### config.mk
export PLATFORM = sky130hd
export DESIGN_NAME = pwm_capture
export DESIGN_NICKNAME = d
export VERILOG_FILES = /design/src/rtl/pwm_capture.sv
export SDC_FILE = /design/constraint.sdc
export NUM_CORES = 1
export LEC_CHECK = 0
export CAP_MARGIN = 20
export CORE_AREA = 3 3 87 89
export CTS_CLUSTER_SIZE = 16
export DETAILED_ROUTE_END_ITERATION = 10
export DIE_AREA = 0 0 90 92
export SYNTH_ARGS = -nofsm -noshare
export SYNTH_HDL_FRONTEND = slang
export SYNTH_SLANG_ARGS = --single-unit
### constraint.sdc
create_clock -name clk -period 1.85 [get_ports clk]
set_input_delay 0.4625 -clock clk [delete_from_list [all_inputs] [get_ports clk]]
set_output_delay 0.4625 -clock clk [all_outputs]
set_load 0.05 [all_outputs]
### src/rtl/pwm_capture.sv
// PWM receiver: measures high time and period of pwm_in in tick units and
// publishes a new measurement on every rising edge of the line.
//
//   state | meaning
//   IDLE  | no measurement running; waiting for a rising edge
//   HIGH  | inside the high phase of a period being measured
//   LOW   | inside the low phase; the next rise closes the period
module pwm_capture #(
  parameter int BITS = 8
) (
  input  logic            clk,
  input  logic            reset,
  input  logic            enable,
  input  logic            tick,
  input  logic            pwm_in,
  output logic [BITS-1:0] high_count,
  output logic [BITS-1:0] period_count,
  output logic            valid,
  output logic            ovf,
  output logic            busy
);

  typedef enum logic [1:0] {
    IDLE = 2'd0,
    HIGH = 2'd1,
    LOW  = 2'd2
  } state_t;

  localparam logic [BITS-1:0] CNT_ONE = BITS'(1);

  state_t          state_q, state_d;
  logic            sync1_q, sync1_d;
  logic            pwm_s_q, pwm_s_d;
  logic            prev_q, prev_d;
  logic [BITS-1:0] hcnt_q, hcnt_d;
  logic [BITS-1:0] pcnt_q, pcnt_d;
  logic [BITS-1:0] high_count_q, high_count_d;
  logic [BITS-1:0] period_count_q, period_count_d;
  logic            valid_q, valid_d;
  logic            ovf_q, ovf_d;
  logic            busy_q, busy_d;

  logic            s;
  logic            rise;
  logic            pcnt_full;

  assign s         = pwm_s_q;
  assign rise      = s & ~prev_q;
  assign pcnt_full = &pcnt_q;

  always_comb begin
    state_d        = state_q;
    sync1_d        = pwm_in;
    pwm_s_d        = sync1_q;
    prev_d         = prev_q;
    hcnt_d         = hcnt_q;
    pcnt_d         = pcnt_q;
    high_count_d   = high_count_q;
    period_count_d = period_count_q;
    valid_d        = 1'b0;
    ovf_d          = 1'b0;

    // Edge history follows the line even while disabled, so re-enabling
    // on a high line does not look like a fresh rise.
    if (tick) begin
      prev_d = s;
    end

    if (!enable) begin
      state_d = IDLE;
      hcnt_d  = '0;
      pcnt_d  = '0;
    end else if (tick) begin
      unique case (state_q)
        IDLE: begin
          if (rise) begin
            hcnt_d  = CNT_ONE;
            pcnt_d  = CNT_ONE;
            state_d = HIGH;
          end
        end
        HIGH: begin
          if (pcnt_full) begin
            ovf_d   = 1'b1;
            hcnt_d  = '0;
            pcnt_d  = '0;
            state_d = IDLE;
          end else if (s) begin
            hcnt_d = hcnt_q + CNT_ONE;
            pcnt_d = pcnt_q + CNT_ONE;
          end else begin
            pcnt_d  = pcnt_q + CNT_ONE;
            state_d = LOW;
          end
        end
        LOW: begin
          if (rise) begin
            high_count_d   = hcnt_q;
            period_count_d = pcnt_q;
            valid_d        = 1'b1;
            hcnt_d         = CNT_ONE;
            pcnt_d         = CNT_ONE;
            state_d        = HIGH;
          end else if (pcnt_full) begin
            ovf_d   = 1'b1;
            hcnt_d  = '0;
            pcnt_d  = '0;
            state_d = IDLE;
          end else begin
            pcnt_d = pcnt_q + CNT_ONE;
          end
        end
        default: begin
          state_d = IDLE;
        end
      endcase
    end

    busy_d = (state_d != IDLE);
  end

  always_ff @(posedge clk or negedge reset) begin
    if (!reset) begin
      state_q        <= IDLE;
      sync1_q        <= 1'b0;
      pwm_s_q        <= 1'b0;
      prev_q         <= 1'b0;
      hcnt_q         <= '0;
      pcnt_q         <= '0;
      high_count_q   <= '0;
      period_count_q <= '0;
      valid_q        <= 1'b0;
      ovf_q          <= 1'b0;
      busy_q         <= 1'b0;
    end else begin
      state_q        <= state_d;
      sync1_q        <= sync1_d;
      pwm_s_q        <= pwm_s_d;
      prev_q         <= prev_d;
      hcnt_q         <= hcnt_d;
      pcnt_q         <= pcnt_d;
      high_count_q   <= high_count_d;
      period_count_q <= period_count_d;
      valid_q        <= valid_d;
      ovf_q          <= ovf_d;
      busy_q         <= busy_d;
    end
  end

  assign high_count   = high_count_q;
  assign period_count = period_count_q;
  assign valid        = valid_q;
  assign ovf          = ovf_q;
  assign busy         = busy_q;

endmodule

# Word level (Yosys, flattened, before mapping)
# Cells that the tools add are included.
# W data, S select, Z words.
[word_totals]
in_bits = 5
ff_bits = 40
output_inout_bits = 19
word_cells = 58
[classes]
n_eq_ne = 7
n_reduce_logical = 6
n_bitwise = 2
n_addsub = 2
mux = 30
[ops]
columns = ["operator", "n"]
rows = [
  ["$mux W8", 11],
  ["$pmux W8 S3", 2],
  ["$add A8 B1 Y8 const B", 2],
  ["$mux W2", 7],
  ["$mux W1", 8],
  ["$ne A4 B4 Y1 const B", 2],
  ["$reduce_and A8 Y1", 1],
  ["$pmux W2 S3", 1],
  ["$reduce_and A5 Y1", 1],
  ["$ne A4 B1 Y1 const B", 1],
  ["$reduce_and A4 Y1", 1],
  ["$ne A3 B3 Y1 const B", 1],
  ["$reduce_and A3 Y1", 1],
  ["$eq A2 B1 Y1 const B", 1],
  ["$eq A2 B2 Y1 const B", 1],
  ["$logic_not A2 Y1", 1],
  ["$ne A2 B1 Y1 const B", 1],
  ["$pmux W1 S2", 1],
  ["$reduce_bool A2 Y1", 1],
  ["$and A1 B1 Y1", 1],
  ["$not A1 Y1", 1],
]

# Longest topological paths before layout
# Gate-level depths: netlist (run 1).
[depth]
ltp_word = 7
mapped_depth = 8

# Worst setup path after synthesis (run 1)
# Ideal clock, no wire load.
[synth_timing]
path_kind = "register -> register"
startpoint = "reg state_q[0]"
endpoint = "reg hcnt_q[6]"
period_less_slack_ns = 1.878
path_stages_with_launch = 8
setup_ns = 0.069
slack_ns = -0.028
arrival_time_ns = 1.809
path_buffers = 0
required_ns = 1.781
cell_sequence = "dfrtp_1 inv_1 ha_1 o31ai_1 a21oi_2 o32ai_2 or4_1 nand3_1"
[synth_via]
elab_chain_cells = 4
elab_cells_between_ends = 11
[synth_rtl]
columns = ["element", "line", "rtl"]
rows = [
  ["start, declared", "31", "state_t state_q, state_d;"],
  ["start signal, assigned", "136", "state_q <= state_d;"],
  ["$eq A2 B2 Y1, or another cell as far along", "74", "unique case (state_q)"],
  ["$pmux W8 S3", "74", ""],
  ["$mux W8", "73", "end else if (tick) begin"],
  ["$mux W8", "69", "if (!enable) begin"],
  ["end signal, assigned", "140", "hcnt_q <= hcnt_d;"],
  ["end, declared", "35", "logic [BITS-1:0] hcnt_q, hcnt_d;"],
]
# Several ways; a longest one is shown, not always the timed one. The select of a mux whose other input is x is not followed.
# A chain may end at the register's enable or synchronous reset.

# Worst setup path after layout (run 1)
[layout_timing]
startpoint = "reg state_q[1]"
endpoint = "reg hcnt_q[7]"
# The elaborated chain is that of the path after synthesis.

==> flow_summary_export.csv, run 1 <==
group,metric,value,unit
status,status,"finished, violations left",
status,violations,"negative setup slack",
placed_design,dp_cells,339,
cts,clockBufferDepth,2,
routing,vias_per_cell,4.806,
logic_synthesis,synth_nets,196,
global_routing,antenna_found_initial,0,
power_and_ir_drop,p_leak,1.284,nW
sta,setup_ws,-0.01010,ns
sta,hold_violations,0,
placed_design,dp_hpwl,3373,µm
floorplanning,rows,30,
logic_synthesis,ys_types,51,
global_routing,grt_max_degree,23,
logic_synthesis,synth_top_cell_by_area,"dfrtp_1",
finish,nets,264,
global_routing,grt.total_usage,11.92,%
routing,m1WireLength,2195,µm
global_routing,grt_pass1_vias,1744,
finish,regArea,0.001001,mm²
cts,clkSinkCount,40,
power_and_ir_drop,power,1.790,mW
logic_synthesis,synth_flop_cell,"dfrtp_1",
finish,nFillCells,681,
logic_synthesis,synth_area_leaders,"dfrtp_1, mux2_2, ha_1",
logic_synthesis,syn_area_per_cell,10.91,µm²
sta,finClkSkew,0.01096,ns
min_path,min_path_type,"in2async",
routing,vias,1682,
sta,fin_crit,1.860,ns
sta,worst_pin_slew,0.4535,ns
logic_synthesis,synth-seq-area-share,49.60,%
finish,diodes,0,
placed_design,place_area,0.002608,mm²
routing,met3_length,202,µm
global_routing,overflow,0,
logic_synthesis,synth_cells,185,
power_and_ir_drop,p_per_area,640.3,mW/mm²
critical_path,critical_path_class,"reg2reg",
sta,setup_viol,2,
routing,drt_first_pass_iters,4,
cts,path_clk_slew,0.08,ns
critical_path,cp_data_arrival_time,2.08,ns
finish,drive_gt1_share,40.16,%
logic_synthesis,synth_edf_count,0,
power_and_ir_drop,irDropWorstVdd,0.3632,mV
sta,timing.hold.ws,0.1051,ns
sta,slew_violations,0,
logic_synthesis,async_flop_share,100.0,%
placed_design,place_congestion,0.7969,
logic_synthesis,ys_warn_count,0,
cts,holdBufCountCts,0,
floorplanning,ioPinCount,24,
routing,wl_met2,2221,µm
finish,final_cells,350,
sta,fin_crit_sh,100.5,%
routing,highest_layer,"met4",
routing,drt-total-wl,4663,µm
finish,area_growth,38.56,%
floorplanning,core-area,0.006832,mm²
global_routing,grt_pass1_wl,8100,µm
critical_path,end_kind,"flop",
logic_synthesis,yosysTopAreaCellShare,49.60,%
floorplanning,die_w,90,µm
cts,cts_made_buffers,5,
sta,rsz0062_at_grt,"true",
cts,htree_levels,2,
routing,avgRoutedWirePerCell,13.32,µm
routing,drtAntennaViolNets,0,
routing,route.detailed.drc,0,
floorplanning,initial_core_util,29.54,%
cts,clock_latency,0.29,ns
critical_path,worstSetupStartpointType,"flop",
sta,max-slew-margin-rel,69.77,%
cts,cts_root_buf,"clkbuf_8",
finish,fin_area,0.002796,mm²
run,cap_violations,0,
placed_design,io_buffers,23,
critical_path,crit_fanout,6,
logic_synthesis,synth_seq_cells,40,
finish,multi_input_area,0.001030,mm²
critical_path,worstPathRequired,2.07,ns
floorplanning,die_h,92,µm
sta,max_freq,537.6,MHz
cts,cts_tree,"built",
floorplanning,die-area,0.008280,mm²
logic_synthesis,synth_area,0.002018,mm²
routing,drt_iter0_drc,80,
==> metrics by stage <==
stage,setup WS (ns),utilization [%],setup TNS [ns]
6_report,-0.01010,40.93,-0.01184
5_1_grt,-0.09098,40.93,-0.2448
4_1_cts,0.0003992,40.49,0
3_5_place_dp,-0.3005,38.17,-6.151
3_3_place_gp,-0.2462,38.17,-5.747
2_1_floorplan,0.001030,-,0
==> repair_timing <==
action                                  4_1_cts  5_1_grt
endpoints found under the setup margin       14       13
resized for setup                             7        6
pin swaps                                     0        1
buffers inserted                              2        1
gates cloned                                  0        0
==> cell usage after synthesis, types with 3 or more instances <==
library cell,count
a21oi_1,7
buf_2,3
dfrtp_1,40
ha_1,6
inv_1,5
mux2_2,15
nand2_1,17
nand2b_1,4
nand3_1,10
nor2_1,10
nor4_1,5
o21ai_0,7
o21ai_1,7
o31ai_1,3
==> final timing paths <==
path / start / to / slack [ns] / cells after the start
setup reg to reg: state_q[1]$_DFF_PN0_ / hcnt_q[7]$_DFFE_PN0P_ / -0.01 / 6
min in group clk: pwm_s_d$_DFF_PN0_ / pwm_s_q$_DFF_PN0_ / 0.36 / 0
max in group asynchronous: reset / high_count[0]$_DFFE_PN0P_ / 1.26 / 2
hold / removal: reset / ovf$_DFF_PN0_ / 0.11 / 1
setup / recovery: state_q[1]$_DFF_PN0_ / hcnt_q[7]$_DFFE_PN0P_ / -0.01 / 6
hold reg to reg: pwm_s_d$_DFF_PN0_ / pwm_s_q$_DFF_PN0_ / 0.36 / 0
==> where the power goes <==
| part | switching (mW) | internal, mW | total [mW] |
|---|---|---|---|
| Clock | 0.309 | 0.400 | 0.710 |
| Sequential | 0.00966 | 0.886 | 0.896 |
| Combinational | 0.0997 | 0.0848 | 0.185 |
| Total | 0.419 | 1.37 | 1.79 |
==> final cells by class <==
cell class                      count  area share, %
Clock inverter                      2          1.253
Multi-Input combinational cell    134          36.82
Timing Repair Buffer               66          18.43
Inverter                            6         0.8054
Clock buffer                        6          2.595
Sequential cell                    40          35.79
Tap cell                           96          4.295
==> worst max-delay path, cell delays in order (launching register included) <==
cell,delay (ns)
dfrtp_1,0.40
buf_4,0.15
ha_4,0.18
a21boi_1,0.28
o32ai_4,0.16
or4_1,0.51
o21ai_1,0.09
==> per-layer routing <==
metal	vias up	track usage (%)
li1	825	-
met1	826	15.56
met2	26	19.73
met3	5	3.035
met4	0	3.061
met5	-	0
==> registers in the layout, summed over array words and instances (netlist names) <==
register	flops
state_q	2
hcnt_q	8
pwm_s_d	1
period_count	8
valid	1
prev_q	1
ovf	1
busy	1
pcnt_q	8
pwm_s_q	1
high_count	8
==> cells in the final DEF (no fill, tap or decap), types with 4 or more instances in the layout <==
cell type,netlist,layout
a21oi_1,7,7
buf_4,1,61
clkbuf_8,0,5
dfrtp_1,40,40
inv_1,5,4
mux2_2,15,15
nand2_1,17,17
nand3_1,10,10
nor2_1,10,10
nor4_1,5,5
o21ai_0,7,5
o21ai_1,7,9
==> cells by family after synthesis <==
kind of cell / share of synthesized area (%)
AND/OR/NAND/NOR: 17.73
multiplexers: 9.485
flip-flops: 49.60
adder cells (fa/ha/maj): 3.720
buffers and inverters: 2.418
AO/OA/AOI/OAI: 17.05
Power figures use the tool's default switching activity.
==> run 2, diff against run 1 <==
--- a/config.mk
+++ b/config.mk
@@ -10,6 +10,7 @@
 export CTS_CLUSTER_SIZE = 16
 export DETAILED_ROUTE_END_ITERATION = 10
 export DIE_AREA = 0 0 90 92
+export HOLD_SLACK_MARGIN = 0.05
 export SYNTH_ARGS = -nofsm -noshare
 export SYNTH_HDL_FRONTEND = slang
 export SYNTH_SLANG_ARGS = --single-unit
==> results of run 2 <==
No change in the layout: final DEF, timing and power equal those of run 1.
==> run 3, diff against run 2 <==
--- a/config.mk
+++ b/config.mk
@@ -5,6 +5,7 @@
 export SDC_FILE = /design/constraint.sdc
 export NUM_CORES = 1
 export LEC_CHECK = 0
+export ABC_CLOCK_PERIOD_IN_PS = 1850
 export CAP_MARGIN = 20
 export CORE_AREA = 3 3 87 89
 export CTS_CLUSTER_SIZE = 16
==> results of run 3 <==
No change in the layout: final DEF, timing and power equal those of run 1.
